--- src/rtl/nn_pkg.sv ---
// Shared constants and FSM state encoding for the neuron argmax block.
package nn_pkg;

  localparam int NEURON_W  = 8;
  localparam int N_NEURONS = 4;
  localparam int IDX_W     = 2;

  typedef enum logic [1:0] {
    IDLE = 2'd0,
    SCAN = 2'd1,
    DONE = 2'd2
  } state_t;

endpackage

--- src/rtl/argmax_cmp.sv ---
// Unsigned full-width compare of a snapshot entry against the running maximum.
module argmax_cmp #(
  parameter int W = nn_pkg::NEURON_W
) (
  input  logic [W-1:0] entry,
  input  logic [W-1:0] run_max,
  output logic         greater,
  output logic         equal
);

  assign greater = entry > run_max;
  assign equal   = entry == run_max;

endmodule

--- src/rtl/neuron_argmax.sv ---
// Sequential argmax over four captured neuron outputs, one entry per cycle.
// Tie detection is built only when ARGMAX_TIE_EN is defined; otherwise tie is 0.
module neuron_argmax #(
  parameter int DATA_W    = nn_pkg::NEURON_W,
  parameter int N_NEURONS = nn_pkg::N_NEURONS
) (
  input  logic                         clk,
  input  logic                         rstn,
  input  logic                         start,
  input  logic [DATA_W-1:0]            neuron0_output,
  input  logic [DATA_W-1:0]            neuron1_output,
  input  logic [DATA_W-1:0]            neuron2_output,
  input  logic [DATA_W-1:0]            neuron3_output,
  output logic                         busy,
  output logic                         done,
  output logic [$clog2(N_NEURONS)-1:0] class_idx,
  output logic [DATA_W-1:0]            max_val,
  output logic                         tie,
  output nn_pkg::state_t               state_dbg
);
  import nn_pkg::*;

  localparam int SEL_W = $clog2(N_NEURONS);
  localparam logic [SEL_W-1:0] LAST_IDX = SEL_W'(N_NEURONS - 1);

  // Handshake: start is sampled only while busy=0; a sampled start launches
  // one scan and done pulses for exactly one cycle when the result updates.

  state_t              state_q, state_n;
  logic [DATA_W-1:0]   snap [N_NEURONS];
  logic [SEL_W-1:0]    scan_idx;
  logic [DATA_W-1:0]   run_max, run_max_n;
  logic [SEL_W-1:0]    run_idx, run_idx_n;
  logic [DATA_W-1:0]   entry;
  logic                greater;
  logic                equal;

  assign entry = snap[scan_idx];

  argmax_cmp #(.W(DATA_W)) u_cmp (
    .entry   (entry),
    .run_max (run_max),
    .greater (greater),
    .equal   (equal)
  );

`ifdef ARGMAX_TIE_EN
  logic run_tie, run_tie_n;
`else
  logic unused_equal;
  assign unused_equal = equal;
  assign tie = 1'b0;
`endif

  // Strict greater-than means equal entries never displace the lower index.
  always_comb begin
    run_max_n = run_max;
    run_idx_n = run_idx;
`ifdef ARGMAX_TIE_EN
    run_tie_n = run_tie;
`endif
    if (scan_idx == '0) begin
      run_max_n = entry;
      run_idx_n = '0;
`ifdef ARGMAX_TIE_EN
      run_tie_n = 1'b0;
`endif
    end else if (greater) begin
      run_max_n = entry;
      run_idx_n = scan_idx;
`ifdef ARGMAX_TIE_EN
      run_tie_n = 1'b0;
    end else if (equal) begin
      run_tie_n = 1'b1;
`endif
    end
  end

  always_comb begin
    state_n = state_q;
    case (state_q)
      IDLE:    if (start) state_n = SCAN;
      SCAN:    if (scan_idx == LAST_IDX) state_n = DONE;
      DONE:    state_n = IDLE;
      default: state_n = IDLE;
    endcase
  end

  always_ff @(posedge clk or negedge rstn) begin
    if (!rstn) state_q <= IDLE;
    else       state_q <= state_n;
  end

  always_ff @(posedge clk or negedge rstn) begin
    if (!rstn) begin
      for (int i = 0; i < N_NEURONS; i++) snap[i] <= '0;
      scan_idx  <= '0;
      run_max   <= '0;
      run_idx   <= '0;
      class_idx <= '0;
      max_val   <= '0;
`ifdef ARGMAX_TIE_EN
      run_tie   <= 1'b0;
      tie       <= 1'b0;
`endif
    end else begin
      case (state_q)
        IDLE: begin
          if (start) begin
            snap[0]  <= neuron0_output;
            snap[1]  <= neuron1_output;
            snap[2]  <= neuron2_output;
            snap[3]  <= neuron3_output;
            scan_idx <= '0;
          end
        end
        SCAN: begin
          run_max  <= run_max_n;
          run_idx  <= run_idx_n;
          scan_idx <= scan_idx + SEL_W'(1);
`ifdef ARGMAX_TIE_EN
          run_tie  <= run_tie_n;
`endif
          // Publish on the edge that folds in the last entry.
          if (scan_idx == LAST_IDX) begin
            class_idx <= run_idx_n;
            max_val   <= run_max_n;
`ifdef ARGMAX_TIE_EN
            tie       <= run_tie_n;
`endif
          end
        end
        default: ;
      endcase
    end
  end

  assign busy      = (state_q != IDLE);
  assign done      = (state_q == DONE);
  assign state_dbg = state_q;

endmodule

--- config.mk ---
export PLATFORM = sky130hd
export DESIGN_NAME = neuron_argmax
export DESIGN_NICKNAME = d
export VERILOG_FILES = /design/src/rtl/nn_pkg.sv /design/src/rtl/argmax_cmp.sv /design/src/rtl/neuron_argmax.sv
export SDC_FILE = /design/constraint.sdc
export NUM_CORES = 1
export LEC_CHECK = 0
export CAP_MARGIN = 20
export CORE_ASPECT_RATIO = 0.8
export CORE_MARGIN = 1.5
export CORE_UTILIZATION = 52
export DETAILED_ROUTE_END_ITERATION = 6
export GPL_TIMING_DRIVEN = 1
export PLACE_DENSITY = 0.79
export SLEW_MARGIN = 20
export SYNTH_ARGS = -nofsm -noshare
export SYNTH_HDL_FRONTEND = slang
export SYNTH_SLANG_ARGS = --single-unit
--- constraint.sdc ---
create_clock -name clk -period 3.1 [get_ports clk]
set_input_delay 0.62 -clock clk [delete_from_list [all_inputs] [get_ports clk]]
set_output_delay 0.62 -clock clk [all_outputs]
set_load 0.05 [all_outputs]
-- Yosys cells after proc, flatten, opt, wreduce, memory -nomap -nowiden
Cells that the tools add are included.
- register bits: 56
- latch bits: 0
- memory bits (writable): 0
- bits in read-only memories: 0
- input port bits: 35
- output and inout port bits: 15
- memories kept: 0
- add/sub/neg operators: 1
- multiply operators: 0
- div/mod/pow operators: 0
- $lt $le $gt $ge: 2
- eq/ne operators: 5
- shifts and indexed selects: 0
- muxes and demuxes: 12
- bitwise logic cells: 1
- reductions and logical operators: 8
- operators with widths (operator ; number):
    2-to-1 mux 8 bit ; 4
    binary-select mux 8 bit (select 2 bit) ; 1
    2-to-1 mux 2 bit ; 5
    > comparator 8 bit ; 1
    one-hot mux 2 bit (2 select lines) ; 2
    AND reduction 2 bit ; 4
    == test 2 bit (second input constant) ; 2
    zero test 2 bit ; 2
    != test 2 bit (second input constant) ; 2
    nonzero test 2 bit ; 2
    greater-or-equal comparator 3 bit (second input constant) ; 1
    NOT 2 -> 3 bit ; 1
    adder 2 x 1 -> 2 bit (second input constant) ; 1
    == test 2 x 1 -> 1 bit (second input constant) ; 1

-- Logic depth before layout (Yosys ltp)
Gate-level depths: netlist (run 1).
- word-level depth: 7
- mapped depth: 11

-- By module
A second synthesis (run 1) with hierarchy kept.
- cells, all modules: 209
- area total of the unflattened synthesis: 2702.6 µm²
- modules (own cells, without submodules) (module ; instances ; cells an instance ; area each (µm²) ; sequential area each (µm²)):
    neuron_argmax ; 1 ; 181 ; 2482.4 ; 1401.3
    argmax_cmp ; 1 ; 28 ; 220.2 ; 0.0

-- Least setup slack after synthesis (run 1)
OpenSTA, ideal clock, no wires.
- kind: reg2reg
- from: register scan_idx[0]
- to: register run_max[0]
- setup time: 0.125 ns
- arrival time: 2.565 ns
- data required time: 2.975 ns
- setup slack: 0.410 ns
- cell stages (with the launch flop): 9
- path buffers: 1
- clock period less this slack: 2.690 ns
- cells stage by stage: dfrtp_1 > buf_2 > mux4_2 > ha_1 > a211oi_2 > o2111a_2 > o21ai_4 > nand2_8 > mux2_4
- longest elaborated chain between the ends: 7
- elaborated cells on any way between the ends: 8
- those cells by class: order compare (1); mux (5); bitwise (1); reduce/logical (1)
- RTL lines (item ; RTL line ; source):
    start, declared ; neuron_argmax.sv:31 ; logic [SEL_W-1:0] scan_idx;
    start signal, assigned ; neuron_argmax.sv:120 ; scan_idx <= scan_idx + SEL_W'(1);
    NOT 2 -> 3 bit (implied by the code) ; neuron_argmax.sv:38 ; assign entry = snap[scan_idx];
    binary-select mux 8 bit (select 2 bit) ; neuron_argmax.sv:38 ;
    2-to-1 mux 8 bit (implied by the code) (2 in a row) ; neuron_argmax.sv:38 ;
    > comparator 8 bit ; argmax_cmp.sv:11 ; assign greater = entry > run_max;
    2-to-1 mux 8 bit ; neuron_argmax.sv:68 ; end else if (greater) begin
    2-to-1 mux 8 bit * ; neuron_argmax.sv:62 ; if (scan_idx == '0) begin
    end signal, assigned ; neuron_argmax.sv:118 ; run_max <= run_max_n;
    end, declared ; neuron_argmax.sv:32 ; logic [DATA_W-1:0] run_max, run_max_n;
Every way passes the cells marked *; elsewhere a longest branch is shown, timed or not. The select of a mux whose other input is x is not followed.
A chain may end at the register's enable or synchronous reset.

-- Worst setup path in the final report (run 1)
- from: register scan_idx[0]
- to: register class_idx[0]
- longest elaborated chain between the ends: 7
- elaborated cells on any way between the ends: 10
- those cells by class: order compare (1); eq/ne (1); mux (5); bitwise (1); reduce/logical (2)
- RTL lines (item ; RTL line ; source):
    NOT 2 -> 3 bit (implied by the code) ; neuron_argmax.sv:38 ;
    binary-select mux 8 bit (select 2 bit) ; neuron_argmax.sv:38 ;
    2-to-1 mux 8 bit (implied by the code) (2 in a row) ; neuron_argmax.sv:38 ;
    > comparator 8 bit ; argmax_cmp.sv:11 ;
    2-to-1 mux 2 bit ; neuron_argmax.sv:68 ;
    2-to-1 mux 2 bit ; neuron_argmax.sv:62 ;
    end signal, assigned ; neuron_argmax.sv:126 ; class_idx <= run_idx_n;
    end, declared ; neuron_argmax.sv:16 ; output logic [$clog2(N_NEURONS)-1:0] class_idx,
Parallel ways exist; a longest one is shown, timed or not. The select of a mux whose other input is x is not followed.

==> results of run 1 <==
## synthesized netlist by cell type
master,instances,area share [%]
o211ai_1,1,0.28
mux2_2,29,12
mux4_2,8,6.7
o21ai_0,1,0.19
conb_1,1,0.14
buf_2,4,0.74
o21ai_1,1,0.19
nor4_1,2,0.46
o21a_1,1,0.28
nand2b_1,1,0.23
o22ai_1,1,0.23
or2_1,2,0.46
nor2_2,1,0.23
o21ai_2,1,0.32
mux2_4,8,4.5
nor2b_1,1,0.23
nand2_8,1,0.74
clkinv_1,1,0.14
or3_1,1,0.23
and2b_2,1,0.32
a211oi_2,1,0.46
buf_4,2,0.56
nand4_1,2,0.46
a21oi_1,17,3.2
inv_1,13,1.8
mux2i_1,2,0.74
ha_1,10,4.6
nand2_1,12,1.7
o21ai_4,1,0.60
o2111a_2,1,0.46
nor2_1,8,1.1
mux2_1,3,1.3
nor2b_2,1,0.32
o31ai_1,3,0.83
a21o_1,2,0.56
o211ai_2,1,0.46
dfrtp_1,56,52
clkbuf_1,2,0.28
## stage by stage
stage,std cells,worst slack [ns]
floorplan,204,0.410
global placement,309,0.177
detailed placement,309,0.149
CTS,317,0.109
global route,317,0.138
finish,317,0.328
## logic make-up (layout without fill, tap and decap cells)
group / count (synthesis) / count (layout) / synth area share (%)
adders and majority gates: 10 / 10 / 4.64
AOI/OAI and AO/OA: 32 / 32 / 8.02
other: 1 / 1 / 0.139
muxes: 50 / 50 / 25.2
DFF: 56 / 56 / 51.9
buffers and inverters: 22 / 73 / 3.53
and+or+nand+nor: 33 / 33 / 6.49
## registers in the layout, summed over array words and instances, names as in the netlist
name       cells
run_idx        2
scan_idx       2
max_val        8
snap          32
run_max        8
class_idx      2
state_dbg      2
## critical path, delay by kind of cell, from the launching register on
| family | cells | cell delay, ns |
|---|---|---|
| flops | 1 | 0.59 |
| simple gates | 1 | 0.20 |
| fa+ha+maj | 1 | 0.33 |
| mux | 2 | 0.88 |
| compound gates | 3 | 0.65 |
## worst paths after layout
kind / endpoint / slack (ns) / cells past startpoint
worst max-delay path: class_idx[0]$_DFFE_PN0P_ / 0.33 / 7
max in group asynchronous: scan_idx[0]$_DFFE_PN0P_ / 2.18 / 2
min in group clk: run_idx[0]$_DFFE_PN0P_ / 0.49 / 1
worst max register to register: class_idx[0]$_DFFE_PN0P_ / 0.33 / 7
worst min-delay path: max_val[0]$_DFFE_PN0P_ / 0.43 / 2
worst min register to register: run_idx[0]$_DFFE_PN0P_ / 0.49 / 1
## metal layers
| layer | routed length (µm) | vias to the layer above | global-route usage (%) |
|---|---|---|---|
| met4 | 18 | 0 | 3.69 |
| met1 | 2610 | 847 | 31.0 |
| met2 | 2270 | 39 | 30.0 |
| met5 | 0 | - | 0 |
| met3 | 197 | 2 | 3.42 |
| li1 | - | 821 | - |
## cell type report
class | count | area, µm²
Clock buffer | 6 | 72.6
Timing Repair Buffer | 51 | 498
Sequential cell | 56 | 1400
Clock inverter | 2 | 16.3
Fill cell | 392 | 1690
Tap cell | 62 | 77.6
Inverter | 14 | 52.6
Multi-Input combinational cell | 126 | 1200
## what timing repair did
item                       in CTS  in global routing
gates resized for setup         0                  1
buffers inserted                0                  0
setup endpoints to repair       0                 18
==> results.cfg, run 1 <==
[placement]
hpwl_mm = 3.64
place_area_um2 = 3230
gp_congestion = 0.836
io_buffer_count = 48

[logic_synthesis]
syn_area_um2 = 2700
yosysSeqAreaShare_pct = 51.9
ys_warn_count = 0
ys_types = 38
ys_seq_elements = 56
syn_avg_cell_area_um2 = 13.2
netlist_instances = 204
synth_nets = 249

[setup_path]
crit_arrival_ns = 2.95
slowest_delay_ns = 0.60
reg2reg_from = scan_idx[0]$_DFFE_PN0P_
critPathLaunchType = flip-flop
criticalPathCategory = reg2reg
slowest_stage = mux4_2
crit_path_end_kind = flip-flop
crit_path_start = scan_idx[0]$_DFFE_PN0P_
cp_cell_sequence = mux4_2, ha_1, a211oi_2, o2111a_2, or2_1, mux2i_1, o31ai_1
cp.required_ns = 3.28
critPathMaxFanout = 12

[timing]
finClkSkew_ns = 0.00676
hold_violations = 0
setup_tns_ns = 0
slew_headroom_pct = 53.6
period_share_pct = 89.4
layout_min_cycle_time_ns = 2.77
rsz0062_at_grt = no
worst_pin_slew_ns = 0.696
setup_viol_count_final = 0
clock.fmax_ghz = 0.361
holdWs_ns = 0.433
slew_viol_final = 0

[floorplan]
chipWidth_um = 83.5
num_io_pins = 50
die_h_um = 67.4
core_area_um2 = 5010
std_cell_rows = 23
dieArea_um2 = 5630
initial_utilization_pct = 53.9

[worst_hold_path]
hold_path_class = in2async

[final_layout]
fin_area_um2 = 3320
diodes = 0
layout_common_cells = 55 x dfrtp_1, 47 x clkdlybuf4s50_1, 29 x mux2_2
layout_commonest_cell = dfrtp_1
layout-drive-gt1-share_pct = 25.9
post-route-util_pct = 66.3
syn_to_final_growth_pct = 23.1
final_nets = 299

[route]
wirelength_mm = 5.10
postRouteAntennaNets = 0
drtIter0Drc = 154
routedWlPerCell_um = 16.1
firstDrtPassIters = 4
viasPerCell = 5.39
vias = 1709
drc_errors = 0

[global_route]
grt-ovfl-total = 0
track_usage_pct = 19.9
antenna_found_initial = 0
grt_max_degree = 57
grt_pass1_vias = 1649
grt_pass1_wl_mm = 8.65

[clocking]
hold_buffers = 0
clock_latency_ns = 0.30
numCtsBuffers = 5
htreeDepth = 2
cts_tree = built
clkSlewWorstSetupHoldPaths_ns = 0.10
root_buffer = clkbuf_8
max-clock-path-buffers = 2
clock-sinks = 56

[job]
maxCapViolations = 0

[run_status]
status = finished clean
Power of run 1 is left out: the tool's default activity adds up to more than one toggle a clock period on the data nets, which glitch-free logic cannot reach.
==> inputs of run 2 (changes only) <==
--- a/config.mk
+++ b/config.mk
@@ -8,10 +8,10 @@
 export CAP_MARGIN = 20
 export CORE_ASPECT_RATIO = 0.8
 export CORE_MARGIN = 1.5
-export CORE_UTILIZATION = 52
+export CORE_UTILIZATION = 41
 export DETAILED_ROUTE_END_ITERATION = 6
 export GPL_TIMING_DRIVEN = 1
-export PLACE_DENSITY = 0.79
+export PLACE_DENSITY = 0.64
 export SLEW_MARGIN = 20
 export SYNTH_ARGS = -nofsm -noshare
 export SYNTH_HDL_FRONTEND = slang
==> run 2 against run 1 <==
Net effect: sequential cell count is the same; critical path depth grew 2; largest cell class unchanged; global-route usage shrank 3.1 points; sequential share of layout area shrank 0.56 points.
==> results.cfg, run 2 (synthesis gave the netlist of run 1 again) <==
[route]
postRouteAntennaNets = 0
viasPerCell = 5.06
routedWlPerCell_um = 15.5
drtIter0Drc = 80
firstDrtPassIters = 4
vias = 1727
drc_errors = 0
wirelength_mm = 5.29

[placement]
hpwl_mm = 3.79
io_buffer_count = 48
gp_congestion = 0.830

[setup_path]
crit_arrival_ns = 2.97
criticalPathCategory = reg2reg
critPathLaunchType = flip-flop
crit_top_cell = a21oi_1
crit_path_end_kind = flip-flop
cp_cell_sequence = buf_4, mux4_2, ha_1, nor2b_2, o211ai_2, o2111a_2, o21a_1, a21oi_1, a21oi_1
slowest_delay_ns = 0.55
cp.required_ns = 3.34
r2r_cells = 9
critPathMaxFanout = 8
slowest_stage = mux4_2

[clocking]
root_buffer = clkbuf_8
cts_resized = 0
post_cts_buffers = 0
max-clock-path-buffers = 2
cts_tree = built
numCtsBuffers = 5
clock_latency_ns = 0.32
clkSlewWorstSetupHoldPaths_ns = 0.10
htreeDepth = 2
clock-sinks = 56
hold_buffers = 0

[run_status]
status = finished clean

[timing]
clock.fmax_ghz = 0.366
worst_pin_slew_ns = 0.708
finClkSkew_ns = 0.0105
slew_headroom_pct = 52.8
setup_tns_ns = 0
period_share_pct = 88.1
layout_min_cycle_time_ns = 2.73
hold_violations = 0
rsz0062_at_grt = no
setup_viol_count_final = 0
slew_viol_final = 0

[global_route]
track_usage_pct = 16.9
grt-ovfl-total = 0
grt_pass1_wl_mm = 8.86
antenna_found_initial = 0
grt_pass1_vias = 1755
grt_max_degree = 57

[final_layout]
diodes = 0
layout_common_cells = 56 x dfrtp_1, 47 x clkdlybuf4s50_1, 29 x mux2_2
largest_reg_flops = 32
nFillCells = 577
layout_commonest_cell = dfrtp_1
syn_to_final_growth_pct = 24.6
layout-drive-gt1-share_pct = 26.1
reg_top3 = snap: 32 flops, max_val: 8 flops, run_max: 8 flops
largest-register = snap
final_nets = 301

[floorplan]
die_h_um = 75.6
num_io_pins = 50
chipWidth_um = 93.7
core_area_um2 = 6380
initial_utilization_pct = 42.3
std_cell_rows = 26
dieArea_um2 = 7080

[worst_hold_path]
hold_path_class = in2async

[job]
maxCapViolations = 0
==> run 2: changes by cell type in the layout (fill, tap and decap cells not counted) <==
cell     before  now
dfrtp_1      55   56
dfrtp_2       1    0
buf_4         3    5
==> run 2: final cells by class <==
class,count,area [µm²],area share [%]
Clock buffer,6,72.6,2.16
Clock inverter,2,16.3,0.484
Inverter,14,52.6,1.56
Multi-Input combinational cell,126,1200,35.7
Sequential cell,56,1400,41.7
Tap cell,84,105,3.13
Timing Repair Buffer,53,513,15.3
==> run 2: critical path: cells and delay by family (launching register included) <==
kind / cells / cell delay [ns]
AO/OA/AOI/OAI: 5 / 0.99
adder cells (fa/ha/maj): 1 / 0.32
buffers and inverters: 1 / 0.18
flip-flops: 1 / 0.43
multiplexers: 1 / 0.55
AND/OR/NAND/NOR: 1 / 0.16
==> run 2: per-layer routing <==
layer / wire, µm / vias up / track usage [%]
li1: - / 824 / -
met1: 2750 / 840 / 25.1
met2: 2200 / 55 / 24.4
met3: 262 / 8 / 3.59
met4: 82 / 0 / 6.47
met5: 0 / - / 0
==> run 2: final timing paths <==
check,start,endpoint,slack (ns)
worst max-delay path,scan_idx[0]$_DFFE_PN0P_,max_val[0]$_DFFE_PN0P_,0.37
worst min-delay path,rstn,run_max[0]$_DFFE_PN0P_,0.43
worst max register to register,scan_idx[0]$_DFFE_PN0P_,max_val[0]$_DFFE_PN0P_,0.37
worst min register to register,snap[8]$_DFFE_PN0P_,snap[8]$_DFFE_PN0P_,0.49
max in group asynchronous,rstn,scan_idx[0]$_DFFE_PN0P_,2.21
min in group clk,snap[8]$_DFFE_PN0P_,snap[8]$_DFFE_PN0P_,0.49
==> run 2: metrics by stage <==
step / hold WS, ns / instance area, µm² / setup slack (ns) / instances / util [%]
finish: 0.432 / 3360 / 0.368 / 341 / 52.7
global route: 0.501 / 3360 / 0.176 / 341 / 52.7
CTS: 0.451 / 3360 / 0.350 / 341 / 52.7
detailed placement: 0.474 / 3270 / 0.413 / 333 / 51.3
global placement: 0.470 / 3270 / 0.426 / 333 / 51.3
floorplan: 0.324 / 2700 / 0.410 / 204 / -
Power of run 2 is left out for the same reason.
==> inputs of run 3 (changes only) <==
--- a/config.mk
+++ b/config.mk
@@ -5,6 +5,7 @@
 export SDC_FILE = /design/constraint.sdc
 export NUM_CORES = 1
 export LEC_CHECK = 0
+export ABC_AREA = 1
 export CAP_MARGIN = 20
 export CORE_ASPECT_RATIO = 0.8
 export CORE_MARGIN = 1.5
==> run 3 against run 2 <==
Net effect: design area up 1.7%; sequential share of layout area down 0.69 points; critical path depth up 2; hold slack worse by 0.15 ns; synthesized cell count up 53%; sequential cell count unchanged; worst setup slack better by 0.089 ns; synthesized area up 3.8%; global-route usage down 0.52 points; fmax up 3.4%; utilization down 0.19 points; via count up 26%; largest cell class unchanged; highest routed layer unchanged.
==> results.cfg, run 3 <==
[worst_hold_path]
hold_path_class = in2async

[setup_path]
critPathLaunchType = flip-flop
crit_path_end_kind = flip-flop
critPathMaxFanout = 16
crit_top_cell = nand2_1
crit_arrival_ns = 2.89
criticalPathCategory = reg2reg
cp_cell_sequence = nand3_1, and2_4, ha_1, nand2_1, nor2_1, nand4_1, nand2_1, nand2_2, nand2_1, nand3_1, nand2_1
cp.required_ns = 3.35
slowest_stage = dfrtp_1
slowest_delay_ns = 0.69

[logic_synthesis]
syn_avg_cell_area_um2 = 8.97
ys_warn_count = 0
ys_seq_elements = 56
synthDominantCellAreaShare_pct = 50.0
async_flop_share_pct = 100
synth_flop_cell = dfrtp_1
syn_area_um2 = 2800
ys_types = 22
netlist_instances = 312
yosysSeqAreaShare_pct = 50.0
synth_edf_count = 0
synth_common_cells = 84 x nand2_1, 56 x dfrtp_1, 33 x nand3_1, 30 x inv_1, 25 x mux2_2
synth_area_leaders = dfrtp_1 50%, nand2_1 11%, mux2_2 10%
synth_nets = 357
synth_most_common_cell = nand2_1
yosys.area.top_type = dfrtp_1

[route]
viasPerCell = 4.95
vias = 2176
firstDrtPassIters = 4
wirelength_mm = 5.47
drc_errors = 0
postRouteAntennaNets = 0
routedWlPerCell_um = 12.4
drtIter0Drc = 85

[clocking]
clkSlewWorstSetupHoldPaths_ns = 0.10
numCtsBuffers = 5
clock_latency_ns = 0.31
clock-sinks = 56
max-clock-path-buffers = 2
htreeDepth = 2
hold_buffers = 0
cts_resized = 0
post_cts_buffers = 0
cts_tree = built
root_buffer = clkbuf_8

[final_layout]
diodes = 0
fin_cells = 440
multiInputGateArea_um2 = 1180
register_area_um2 = 1400
layout-drive-gt1-share_pct = 12.9
reg_top3 = snap: 32 flops, max_val: 8 flops, run_max: 8 flops
post-route-util_pct = 52.5
syn_to_final_growth_pct = 22.1
final_nets = 400
fin_area_um2 = 3420
layout_common_cells = 84 x nand2_1, 56 x dfrtp_1, 47 x clkdlybuf4s50_1
nFillCells = 617
layout_commonest_cell = nand2_1
largest_reg_flops = 32
largest-register = snap

[placement]
gp_congestion = 0.810
dp_slack_ns = 0.518
place_area_um2 = 3320
io_buffer_count = 48
hpwl_mm = 3.93
dp_cells = 432

[timing]
setup_viol_count_final = 0
slew_headroom_pct = 64.7
period_share_pct = 85.3
postLayoutSetupSlackWorst_ns = 0.457
hold_violations = 0
slew_viol_final = 0
rsz0062_at_grt = no
finClkSkew_ns = 0.0114
clock.fmax_ghz = 0.378
layout_min_cycle_time_ns = 2.64
worst_pin_slew_ns = 0.529
setup_tns_ns = 0

[global_route]
grtUsageMet1_pct = 21.4
grt_pass1_wl_mm = 9.50
antenna_found_initial = 0
track_usage_pct = 16.4
grt.met2_usage_pct = 26.8
met3_usage_pct = 3.37
grt_pass1_vias = 2160
grt-ovfl-total = 0
grt_max_degree = 57
grt-busiest-layer = met2

[floorplan]
die_h_um = 76.9
std_cell_rows = 26
num_io_pins = 50
initial_utilization_pct = 43.0
dieArea_um2 = 7340
chipWidth_um = 95.4
core_area_um2 = 6510

[power_and_ir_drop]
ir_worst_vdd_mv = 0.369
cellLeakagePower_uw = 0.00167
p_per_area_nw_per_um2 = 1200

[job]
maxCapViolations = 0

[run_status]
status = finished clean
## run 3: area by class of cell
cell class | count | share of cell area (%)
clock buffer | 7 | 2.53
clock inverter | 1 | 0.220
inverter | 35 | 3.84
multi-input combinational | 206 | 34.4
sequential | 56 | 41.0
tap | 84 | 3.07
timing repair buffer | 51 | 14.9
## run 3: path summary, 6_finish.rpt
path	startpoint	endpoint	slack (ns)	depth (start not counted)
setup / recovery	scan_idx[1]$_DFFE_PN0P_	max_val[4]$_DFFE_PN0P_	0.46	11
hold / removal	rstn	snap[22]$_DFFE_PN0P_	0.29	2
setup reg to reg	scan_idx[1]$_DFFE_PN0P_	max_val[4]$_DFFE_PN0P_	0.46	11
hold reg to reg	max_val[6]$_DFFE_PN0P_	max_val[6]$_DFFE_PN0P_	0.48	2
max in group asynchronous	rstn	state_dbg[0]$_DFFE_PN0P_	2.56	2
min in group clk	max_val[6]$_DFFE_PN0P_	max_val[6]$_DFFE_PN0P_	0.48	2
## run 3: cells by family after synthesis
group / share of synthesized area [%]
compound gates: 5.45
fa+ha+maj: 4.47
mux: 10.1
other cells: 0.134
flops: 50.0
buf+inv: 7.95
simple gates: 21.9
## run 3: layer usage
metal / share of wire, % / wire length [µm]
met4: 0.93 / 51
met3: 4.4 / 240
met1: 47 / 2590
met5: 0 / 0
met2: 47 / 2590
## run 3: per-stage QoR
step | hold slack (ns) | total power (µW)
final | 0.285 | 4120
after global routing | 0.316 | 4530
after CTS | 0.301 | 4140
after detailed placement | 0.466 | 3720
after global placement | 0.465 | 3660
after floorplan | 0.324 | 3210
## run 3: report_power, final
group / switching [µW] / internal [µW]
registers: 212 / 1100
logic: 1470 / 925
clock network: 233 / 182
## run 3: worst max-delay path, delay by kind of cell, from the launching register on
kind,cells,cell delay (ns)
adders and majority gates,1,0.29
DFF,1,0.69
and+or+nand+nor,10,1.60
Power figures use the tool's default switching activity.
